$ cat src/rtl/dmem_arbiter.sv
// Two-port data memory arbiter: registered ownership, round-robin on ties, burst cap under contention.
// Optional stall statistics counter is enabled by defining DMEM_ARB_STATS_EN.
module dmem_arbiter #(
    parameter int ADDR_W    = 32,
    parameter int DATA_W    = 32,
    parameter int MAX_BURST = 4
) (
    input  logic              clk,
    input  logic              reset,
    input  logic              req0,
    input  logic [ADDR_W-1:0] addr0,
    input  logic              we0,
    input  logic [DATA_W-1:0] wdata0,
    output logic              gnt0,
    output logic [DATA_W-1:0] rdata0,
    output logic              rvalid0,
    input  logic              req1,
    input  logic [ADDR_W-1:0] addr1,
    input  logic              we1,
    input  logic [DATA_W-1:0] wdata1,
    output logic              gnt1,
    output logic [DATA_W-1:0] rdata1,
    output logic              rvalid1,
    output logic [ADDR_W-1:0] mem_addr,
    output logic              mem_write_en,
    output logic [DATA_W-1:0] mem_wdata,
    input  logic [DATA_W-1:0] mem_rdata
`ifdef DMEM_ARB_STATS_EN
    ,
    input  logic              stall_clr,
    output logic [15:0]       stall_cnt
`endif
);

    localparam int CNT_W = $clog2(MAX_BURST) + 1;
    localparam logic [CNT_W:0]   BURST_LIM = (CNT_W + 1)'(MAX_BURST);
    localparam logic [CNT_W-1:0] BURST_TOP = CNT_W'(MAX_BURST - 1);

    typedef enum logic [1:0] {
        OWN_NONE = 2'd0,
        OWN_P0   = 2'd1,
        OWN_P1   = 2'd2
    } owner_t;

    owner_t           owner;
    logic             last;
    logic [CNT_W-1:0] burst_cnt;
    logic [CNT_W:0]   burst_nxt;
    logic             burst_full;
    logic [CNT_W-1:0] burst_sat;

    assign gnt0 = (owner == OWN_P0) & req0;
    assign gnt1 = (owner == OWN_P1) & req1;

    // One extra bit on the increment so the cap compare cannot wrap for any MAX_BURST.
    assign burst_nxt  = {1'b0, burst_cnt} + 1'b1;
    assign burst_full = (burst_nxt >= BURST_LIM);
    assign burst_sat  = burst_full ? BURST_TOP : burst_nxt[CNT_W-1:0];

    always_comb begin
        mem_addr     = '0;
        mem_wdata    = '0;
        mem_write_en = 1'b0;
        case (owner)
            OWN_P0: begin
                mem_addr     = addr0;
                mem_wdata    = wdata0;
                mem_write_en = we0 & req0;
            end
            OWN_P1: begin
                mem_addr     = addr1;
                mem_wdata    = wdata1;
                mem_write_en = we1 & req1;
            end
            default: begin
                mem_addr     = '0;
                mem_wdata    = '0;
                mem_write_en = 1'b0;
            end
        endcase
    end

    // Ownership only changes at an edge, so a newly idle arbiter costs one cycle before the first grant.
    always_ff @(posedge clk or negedge reset) begin
        if (!reset) begin
            owner     <= OWN_NONE;
            last      <= 1'b1;
            burst_cnt <= '0;
            rdata0    <= '0;
            rdata1    <= '0;
            rvalid0   <= 1'b0;
            rvalid1   <= 1'b0;
        end else begin
            rvalid0 <= gnt0 & ~we0;
            rvalid1 <= gnt1 & ~we1;
            if (gnt0 & ~we0) rdata0 <= mem_rdata;
            if (gnt1 & ~we1) rdata1 <= mem_rdata;

            if (gnt0)      last <= 1'b0;
            else if (gnt1) last <= 1'b1;

            case (owner)
                OWN_NONE: begin
                    burst_cnt <= '0;
                    if (req0 && req1) owner <= last ? OWN_P0 : OWN_P1;
                    else if (req0)    owner <= OWN_P0;
                    else if (req1)    owner <= OWN_P1;
                    else              owner <= OWN_NONE;
                end
                OWN_P0: begin
                    if (!req0) begin
                        burst_cnt <= '0;
                        owner     <= req1 ? OWN_P1 : OWN_NONE;
                    end else if (req1 && burst_full) begin
                        burst_cnt <= '0;
                        owner     <= OWN_P1;
                    end else begin
                        burst_cnt <= burst_sat;
                    end
                end
                OWN_P1: begin
                    if (!req1) begin
                        burst_cnt <= '0;
                        owner     <= req0 ? OWN_P0 : OWN_NONE;
                    end else if (req0 && burst_full) begin
                        burst_cnt <= '0;
                        owner     <= OWN_P0;
                    end else begin
                        burst_cnt <= burst_sat;
                    end
                end
                default: begin
                    burst_cnt <= '0;
                    owner     <= OWN_NONE;
                end
            endcase
        end
    end

`ifdef DMEM_ARB_STATS_EN
    logic stall_now;

    assign stall_now = (req0 & ~gnt0) | (req1 & ~gnt1);

    // Saturating count of cycles in which any requester was kept waiting.
    always_ff @(posedge clk or negedge reset) begin
        if (!reset) begin
            stall_cnt <= '0;
        end else if (stall_clr) begin
            stall_cnt <= '0;
        end else if (stall_now && (stall_cnt != 16'hFFFF)) begin
            stall_cnt <= stall_cnt + 16'd1;
        end
    end
`endif

endmodule

$ cat config.mk
export PLATFORM = sky130hd
export DESIGN_NAME = dmem_arbiter
export DESIGN_NICKNAME = d
export VERILOG_FILES = /design/src/rtl/dmem_arbiter.sv
export SDC_FILE = /design/constraint.sdc
export NUM_CORES = 1
export LEC_CHECK = 0
export ABC_AREA = 0
export BUFFER_PORTS_ARGS = -buffer_cell sky130_fd_sc_hd__clkbuf_2
export CAP_MARGIN = 20
export CORE_AREA = 2 2 115 117
export CTS_CLUSTER_SIZE = 8
export DETAILED_ROUTE_END_ITERATION = 12
export DIE_AREA = 0 0 117 119
export GPL_TIMING_DRIVEN = 0
export PLACE_DENSITY = 0.66
export SYNTH_ARGS = -nofsm -noshare
export SYNTH_HDL_FRONTEND = slang
export SYNTH_SLANG_ARGS = --single-unit
$ cat constraint.sdc
create_clock -name clk -period 1.9 [get_ports clk]
set_clock_uncertainty 0.05 [all_clocks]
set_input_delay 0.19 -clock clk [delete_from_list [all_inputs] [get_ports clk]]
set_output_delay 0.19 -clock clk [all_outputs]
set_load 0.05 [all_outputs]
==> impl_metrics.json, run 1 <==
{
  "status": "finished with violations",
  "violations": "negative setup slack",
  "place_area_um2": 5902,
  "layoutNonFillerInstCount": 911,
  "cp_max_fo": 6,
  "slowest_delay_ps": 410,
  "io_pins": 299,
  "cp.depth": 7,
  "synth_edf_count": 0,
  "dr.pass1.iters": 4,
  "die-area_um2": 13920,
  "syn_avg_cell_area_um2": 10.09,
  "globalplace.congestion": 0.8463,
  "drive_gt1_share_pct": 73.61,
  "slew_violations": 0,
  "cp_common_cell": "buf_8",
  "fmax_ghz": 0.4832,
  "reg2regPathDepth": 9,
  "hold_depth": 3,
  "area_growth_pct": 94.87,
  "fp-row-count": 42,
  "die_w_um": 117,
  "path_buf_inv": 4,
  "yosysTopAreaCell": "dfrtp_1",
  "htreeDepth": 3,
  "fill_cells": 1031,
  "grt_first_pass_wirelength_mm": 23.64,
  "hpwl_mm": 11.88,
  "clockBufferDepth": 2,
  "synth_commonest_cells": "nand2_1, dfrtp_1, nor2b_1",
  "antenna_found_initial": 0,
  "drc": 0,
  "finalPower_mw": 15.58,
  "grt_max_degree": 45,
  "rsz0062_at_grt": "yes",
  "cts_root_buffer": "clkbuf_16",
  "min_path_type": "input pin to register",
  "end_kind": "output port",
  "drt.antenna.violating_nets": 0,
  "ys_ff_latch": 72,
  "wl_per_cell_um": 18.32,
  "path_cells": "buf_6 -> ha_4 -> buf_8 -> clkbuf_16 -> a22oi_2 -> nor2b_4 -> buf_8",
  "num_vias": 4370,
  "worstSkewPairLatency_ps": 330,
  "slowest_stage": "dfrtp_1",
  "async_reset_ff_share_pct": 100.0,
  "crit_arrival_ps": 1830,
  "synth_top_area_share_pct": 44.38,
  "finalHoldViolCount": 0,
  "portBuffers": 298,
  "finalSetupViolations": 98,
  "synth.distinct_cells": 30,
  "ys.flop_type": "dfrtp_1",
  "yosys-top-cells-area": "dfrtp_1, a22oi_1, mux2_4",
  "cp_data_required_time_ps": 1660,
  "ir_worst_vdd_mv": 1.139,
  "start_kind": "register",
  "fin_area_um2": 7802,
  "setup_slack_ps": -169.6,
  "whs_ps": 15.66,
  "p_leak_nw": 3.820,
  "yosysWarnings": 0,
  "grt_usage_pct": 22.30,
  "post-route-util_pct": 60.60,
  "syn_nets": 568,
  "avgViaCountPerCell": 4.797,
  "critPathTopFamily": "buffers and inverters",
  "drv_cap": 0,
  "nNetsFinal": 901,
  "synth.most_common_cell": "nand2_1",
  "core_area_um2": 12870,
  "path_class": "register to output port",
  "overflow": 0,
  "initial_core_util_pct": 31.10,
  "drt_iter0_markers": 197,
  "timing.final.crit_share_pct": 108.9,
  "dpl.cell_count": 872,
  "yosysSeqAreaShare_pct": 45.03,
  "p_per_area_nw_per_um2": 1997,
  "wl_mm": 16.69,
  "cts_tree": "yes",
  "cts_sinks": 72,
  "period_minus_slack_ps": 2070,
  "diodes": 0,
  "clk_pin_slew_ps": 60,
  "die_y_um": 119,
  "syn_area_um2": 4004,
  "cts_inserted_buffers": 9,
  "grt_pass1_vias": 4591,
  "syn_inst": 397
}
-- registers in the layout (all words and copies together), names as in the netlist --
register	flops
burst_cnt	3
last	1
owner	2
rdata0	32
rdata1	32
rvalid0	1
rvalid1	1
-- area by class of cell --
class	count	area [um2]	area share, %
clock inverters	7	47.55	0.6094
well taps	176	220.2	2.822
flip-flops and latches	72	1804	23.12
multi-input cells	289	2621	33.60
inverters	5	27.53	0.3528
clock buffers	9	225.2	2.886
plain buffers	31	440.4	5.645
repair buffers	322	2416	30.97
-- cell families (layout without fill, tap and decap cells) --
kind of cell | after synthesis | after routing | share of synthesized area, %
and+or+nand+nor | 176 | 176 | 21.47
AOI/OAI and AO/OA | 73 | 73 | 13.75
DFF | 72 | 72 | 45.03
buffers and inverters | 36 | 374 | 5.812
muxes | 34 | 34 | 12.28
adders and majority gates | 5 | 5 | 1.563
other | 1 | 1 | 0.09366
-- stage by stage --
stage	TNS (ps)	setup slack, ps
after floorplan	-73.28	-73.28
after global placement	-10620	-431.4
after detailed placement	-15940	-544.4
after CTS	-8018	-158.7
after global routing	-15110	-203.7
final	-9092	-169.6
-- worst paths after layout --
kind,start,endpoint,slack [ps]
worst max-delay path,owner[0]$_DFFE_PN0P_,mem_wdata[10],-170
worst min-delay path,mem_rdata[13],rdata1[13]$_DFFE_PN0P_,20
worst max register to register,owner[1]$_DFFE_PN0P_,rdata0[4]$_DFFE_PN0P_,-100
worst min register to register,rdata1[0]$_DFFE_PN0P_,rdata1[0]$_DFFE_PN0P_,430
max in group asynchronous,reset,last$_DFFE_PN1P_,840
min in group asynchronous,reset,rdata1[13]$_DFFE_PN0P_,310
-- where the power goes --
part	switching, mW	total [mW]	internal [mW]
Clock	0.658	1.54	0.882
Combinational	6.80	11.4	4.58
Sequential	0.419	2.66	2.24
Total	7.88	15.6	7.70
-- per-layer routing --
metal | share of wire, % | up-vias | global-route usage (%)
met5 | 0 | - | 0
met1 | 35 | 2110 | 22.59
met4 | 3.2 | 0 | 10.29
li1 | - | 2020 | -
met2 | 56 | 201 | 42.20
met3 | 6.0 | 39 | 5.038
-- layout by cell type (no fill, tap or decap), types with 12 or more instances in the layout --
master / Yosys / final
a22oi_2: 0 / 57
nor2b_4: 0 / 27
clkbuf_2: 0 / 232
mux2_4: 29 / 30
buf_8: 0 / 56
buf_4: 0 / 14
nand2_1: 101 / 98
buf_12: 3 / 12
nor2b_2: 0 / 37
clkbuf_16: 0 / 17
dfrtp_1: 71 / 70
clkbuf_4: 0 / 13
-- timing repair --
action / CTS / global route
resized for setup: 246 / 105
pin swaps: 18 / 20
buffers inserted: 5 / 10
hold buffers: 1 / 0
endpoints found under the hold margin: 28 / 0
cloned: 2 / 5
setup endpoints to repair: 65 / 68
-- worst register-to-register path: cells and delay by family, from the launching register on --
family / cells / cell delay [ps]
and+or+nand+nor: 2 / 250
buffers and inverters: 5 / 640
DFF: 1 / 450
adders and majority gates: 1 / 170
muxes: 1 / 310
(Power assumes the default switching activity.)
==> run 2, diff against run 1 <==
--- a/config.mk
+++ b/config.mk
@@ -13,6 +13,7 @@
 export DETAILED_ROUTE_END_ITERATION = 12
 export DIE_AREA = 0 0 117 119
 export GPL_TIMING_DRIVEN = 0
+export HOLD_SLACK_MARGIN = 0.05
 export PLACE_DENSITY = 0.66
 export SYNTH_ARGS = -nofsm -noshare
 export SYNTH_HDL_FRONTEND = slang
==> run 2 against run 1 <==
  * The run still ends with negative setup slack left
  * Die area did not move
  * Final cell count rose by 3.0%
  * Worst hold slack improved by 39 ps
  * Sequential share of layout area fell by 0.74 points
  * Core utilization rose by 2.0 points
  * Flip-flop and latch count did not move
  * Combinational power barely moved
  * Global-route usage rose by 0.75 points
  * Cell area rose by 3.3%
  * Clock power barely moved
  * Maximum frequency fell by 0.37%
  * Critical path depth did not move
  * Largest power group unchanged
==> impl_metrics.json, run 2 (synthesis gave the netlist of run 1 again) <==
{
  "status": "finished with violations",
  "violations": "negative setup slack",
  "slowest_delay_ps": 400,
  "antenna_found_initial": 0,
  "cp.depth": 7,
  "cp_common_cell": "buf_12",
  "final_common_cell": "clkbuf_2",
  "clk_pin_slew_ps": 60,
  "portBuffers": 298,
  "slew_violations": 0,
  "setup_slack_ps": -177.3,
  "avgViaCountPerCell": 4.791,
  "cts_tree": "yes",
  "wirelength_met1_mm": 6.030,
  "rsz0062_at_grt": "yes",
  "swShare_pct": 50.62,
  "cts_sinks": 72,
  "whs_ps": 54.69,
  "drv_cap": 0,
  "grt_max_degree": 45,
  "grt_pass1_vias": 4842,
  "comb_power_share_pct": 73.1,
  "die_y_um": 119,
  "worstSkewPairLatency_ps": 330,
  "path_class": "register to output port",
  "p_int_mw": 7.728,
  "period_minus_slack_ps": 2077,
  "seqPwrFrac_pct": 17.1,
  "p_per_area_nw_per_um2": 1941,
  "p_switching_mw": 7.921,
  "drt.antenna.violating_nets": 0,
  "fp-row-count": 42,
  "nNetsFinal": 928,
  "cp_data_required_time_ps": 1660,
  "min_path_type": "input pin to register",
  "wl_mm": 17.25,
  "timing.final.crit_share_pct": 109.3,
  "cts_inserted_buffers": 9,
  "overflow": 0,
  "num_vias": 4494,
  "globalplace.congestion": 0.8463,
  "grt_usage_pct": 23.05,
  "core_area_um2": 12870,
  "largestRegisters": "rdata0 (32), rdata1 (32), burst_cnt (3)",
  "finalHoldViolCount": 0,
  "path_buf_inv": 4,
  "area_growth_pct": 101.3,
  "post-route-util_pct": 62.61,
  "final_cell_mix": "clkbuf_2, nand2_1, dfrtp_1, a22oi_2, buf_8",
  "drc": 0,
  "die-area_um2": 13920,
  "io_pins": 299,
  "start_kind": "register",
  "end_kind": "output port",
  "critPathTopFamily": "buffers and inverters",
  "die_w_um": 117,
  "cts_root_buffer": "clkbuf_16",
  "diodes": 0,
  "reg2regPathDepth": 9,
  "cp_max_fo": 7,
  "slowest_stage": "dfrtp_1",
  "crit_arrival_ps": 1840,
  "p_leak_nw": 3.923,
  "finalPower_mw": 15.65,
  "finalSetupViolations": 95,
  "drive_gt1_share_pct": 70.60,
  "clockBufferDepth": 2,
  "ir_worst_vdd_mv": 1.146,
  "pwr-share-clk_pct": 9.8,
  "htreeDepth": 3,
  "dr_wl_met3_mm": 1.022,
  "drt_iter0_markers": 213,
  "hold_depth": 3,
  "fmax_ghz": 0.4814,
  "top_layer": "met4",
  "grt_first_pass_wirelength_mm": 24.64,
  "path_cells": "inv_2 -> ha_4 -> buf_12 -> buf_12 -> a22oi_2 -> nor2b_4 -> buf_8",
  "initial_core_util_pct": 31.10,
  "dr_wl_met2_mm": 9.651,
  "hpwl_mm": 11.88,
  "wl_per_cell_um": 18.39,
  "dr.pass1.iters": 4
}
-- run 2: cell count changes in the layout (fill, tap and decap cells not counted) --
cell           previous run  this run
clkbuf_16                17        16
clkbuf_8                  3         4
dlygate4sd3_1             1        31
buf_8                    56        55
buf_4                    14        12
-- run 2: cell type report --
| type | instances | area, um2 |
|---|---|---|
| Fill cell | 984 | 4813 |
| Clock buffer | 9 | 225.2 |
| Buffer | 31 | 439.2 |
| Multi-Input combinational cell | 289 | 2621 |
| Inverter | 5 | 27.53 |
| Timing Repair Buffer | 349 | 2676 |
| Clock inverter | 7 | 47.55 |
| Sequential cell | 72 | 1804 |
| Tap cell | 176 | 220.2 |
-- run 2: metal layers --
layer	up-vias	track usage (%)
li1	2073	-
met1	2172	23.13
met2	211	44.44
met3	38	4.987
met4	0	9.779
met5	-	0
-- run 2: tightest hold or removal path, cell delays in order --
cell and delay [ps]:
clkbuf_2 100, nand2_1 50, nand2_1 50
-- run 2: repair_timing --
action                                 CTS  global route
pin swaps                               18            18
gates resized for setup                246           104
gates cloned                             2             4
hold buffers                            31             0
buffers inserted                         5             8
endpoints found under the hold margin   63             0
setup endpoints to repair               65            67
-- run 2: power by group through the flow --
stage / Sequential [mW] / Clock [mW] / Combinational [mW]
after global routing: 2.77 / 1.63 / 11.9
final: 2.67 / 1.54 / 11.4
after CTS: 2.66 / 1.56 / 10.5
after global placement: 2.63 / 0 / 8.44
after detailed placement: 2.67 / 0 / 8.54
after floorplan: 4.93 / 0 / 4.20
-- run 2: through the flow --
| stage | instance area (um2) | setup TNS, ps | setup slack (ps) | std cells |
|---|---|---|---|---|
| 2_1_floorplan | 4168 | -73.28 | -73.28 | 397 |
| 3_3_place_gp | 5879 | -10620 | -431.4 | 871 |
| 3_5_place_dp | 5902 | -15940 | -544.4 | 872 |
| 4_1_cts | 7620 | -8018 | -158.7 | 926 |
| 5_1_grt | 8061 | -14770 | -218.8 | 938 |
| 6_report | 8061 | -8959 | -177.3 | 938 |
-- run 2: worst paths after layout --
kind | start | endpoint | slack [ps]
hold reg to reg | rdata1[5]$_DFFE_PN0P_ | rdata1[5]$_DFFE_PN0P_ | 420
max in group asynchronous | reset | last$_DFFE_PN1P_ | 850
setup reg to reg | owner[1]$_DFFE_PN0P_ | rdata0[4]$_DFFE_PN0P_ | -80
min in group asynchronous | reset | rdata1[13]$_DFFE_PN0P_ | 300
hold / removal | mem_rdata[27] | rdata1[27]$_DFFE_PN0P_ | 50
setup / recovery | owner[0]$_DFFE_PN0P_ | mem_wdata[19] | -180
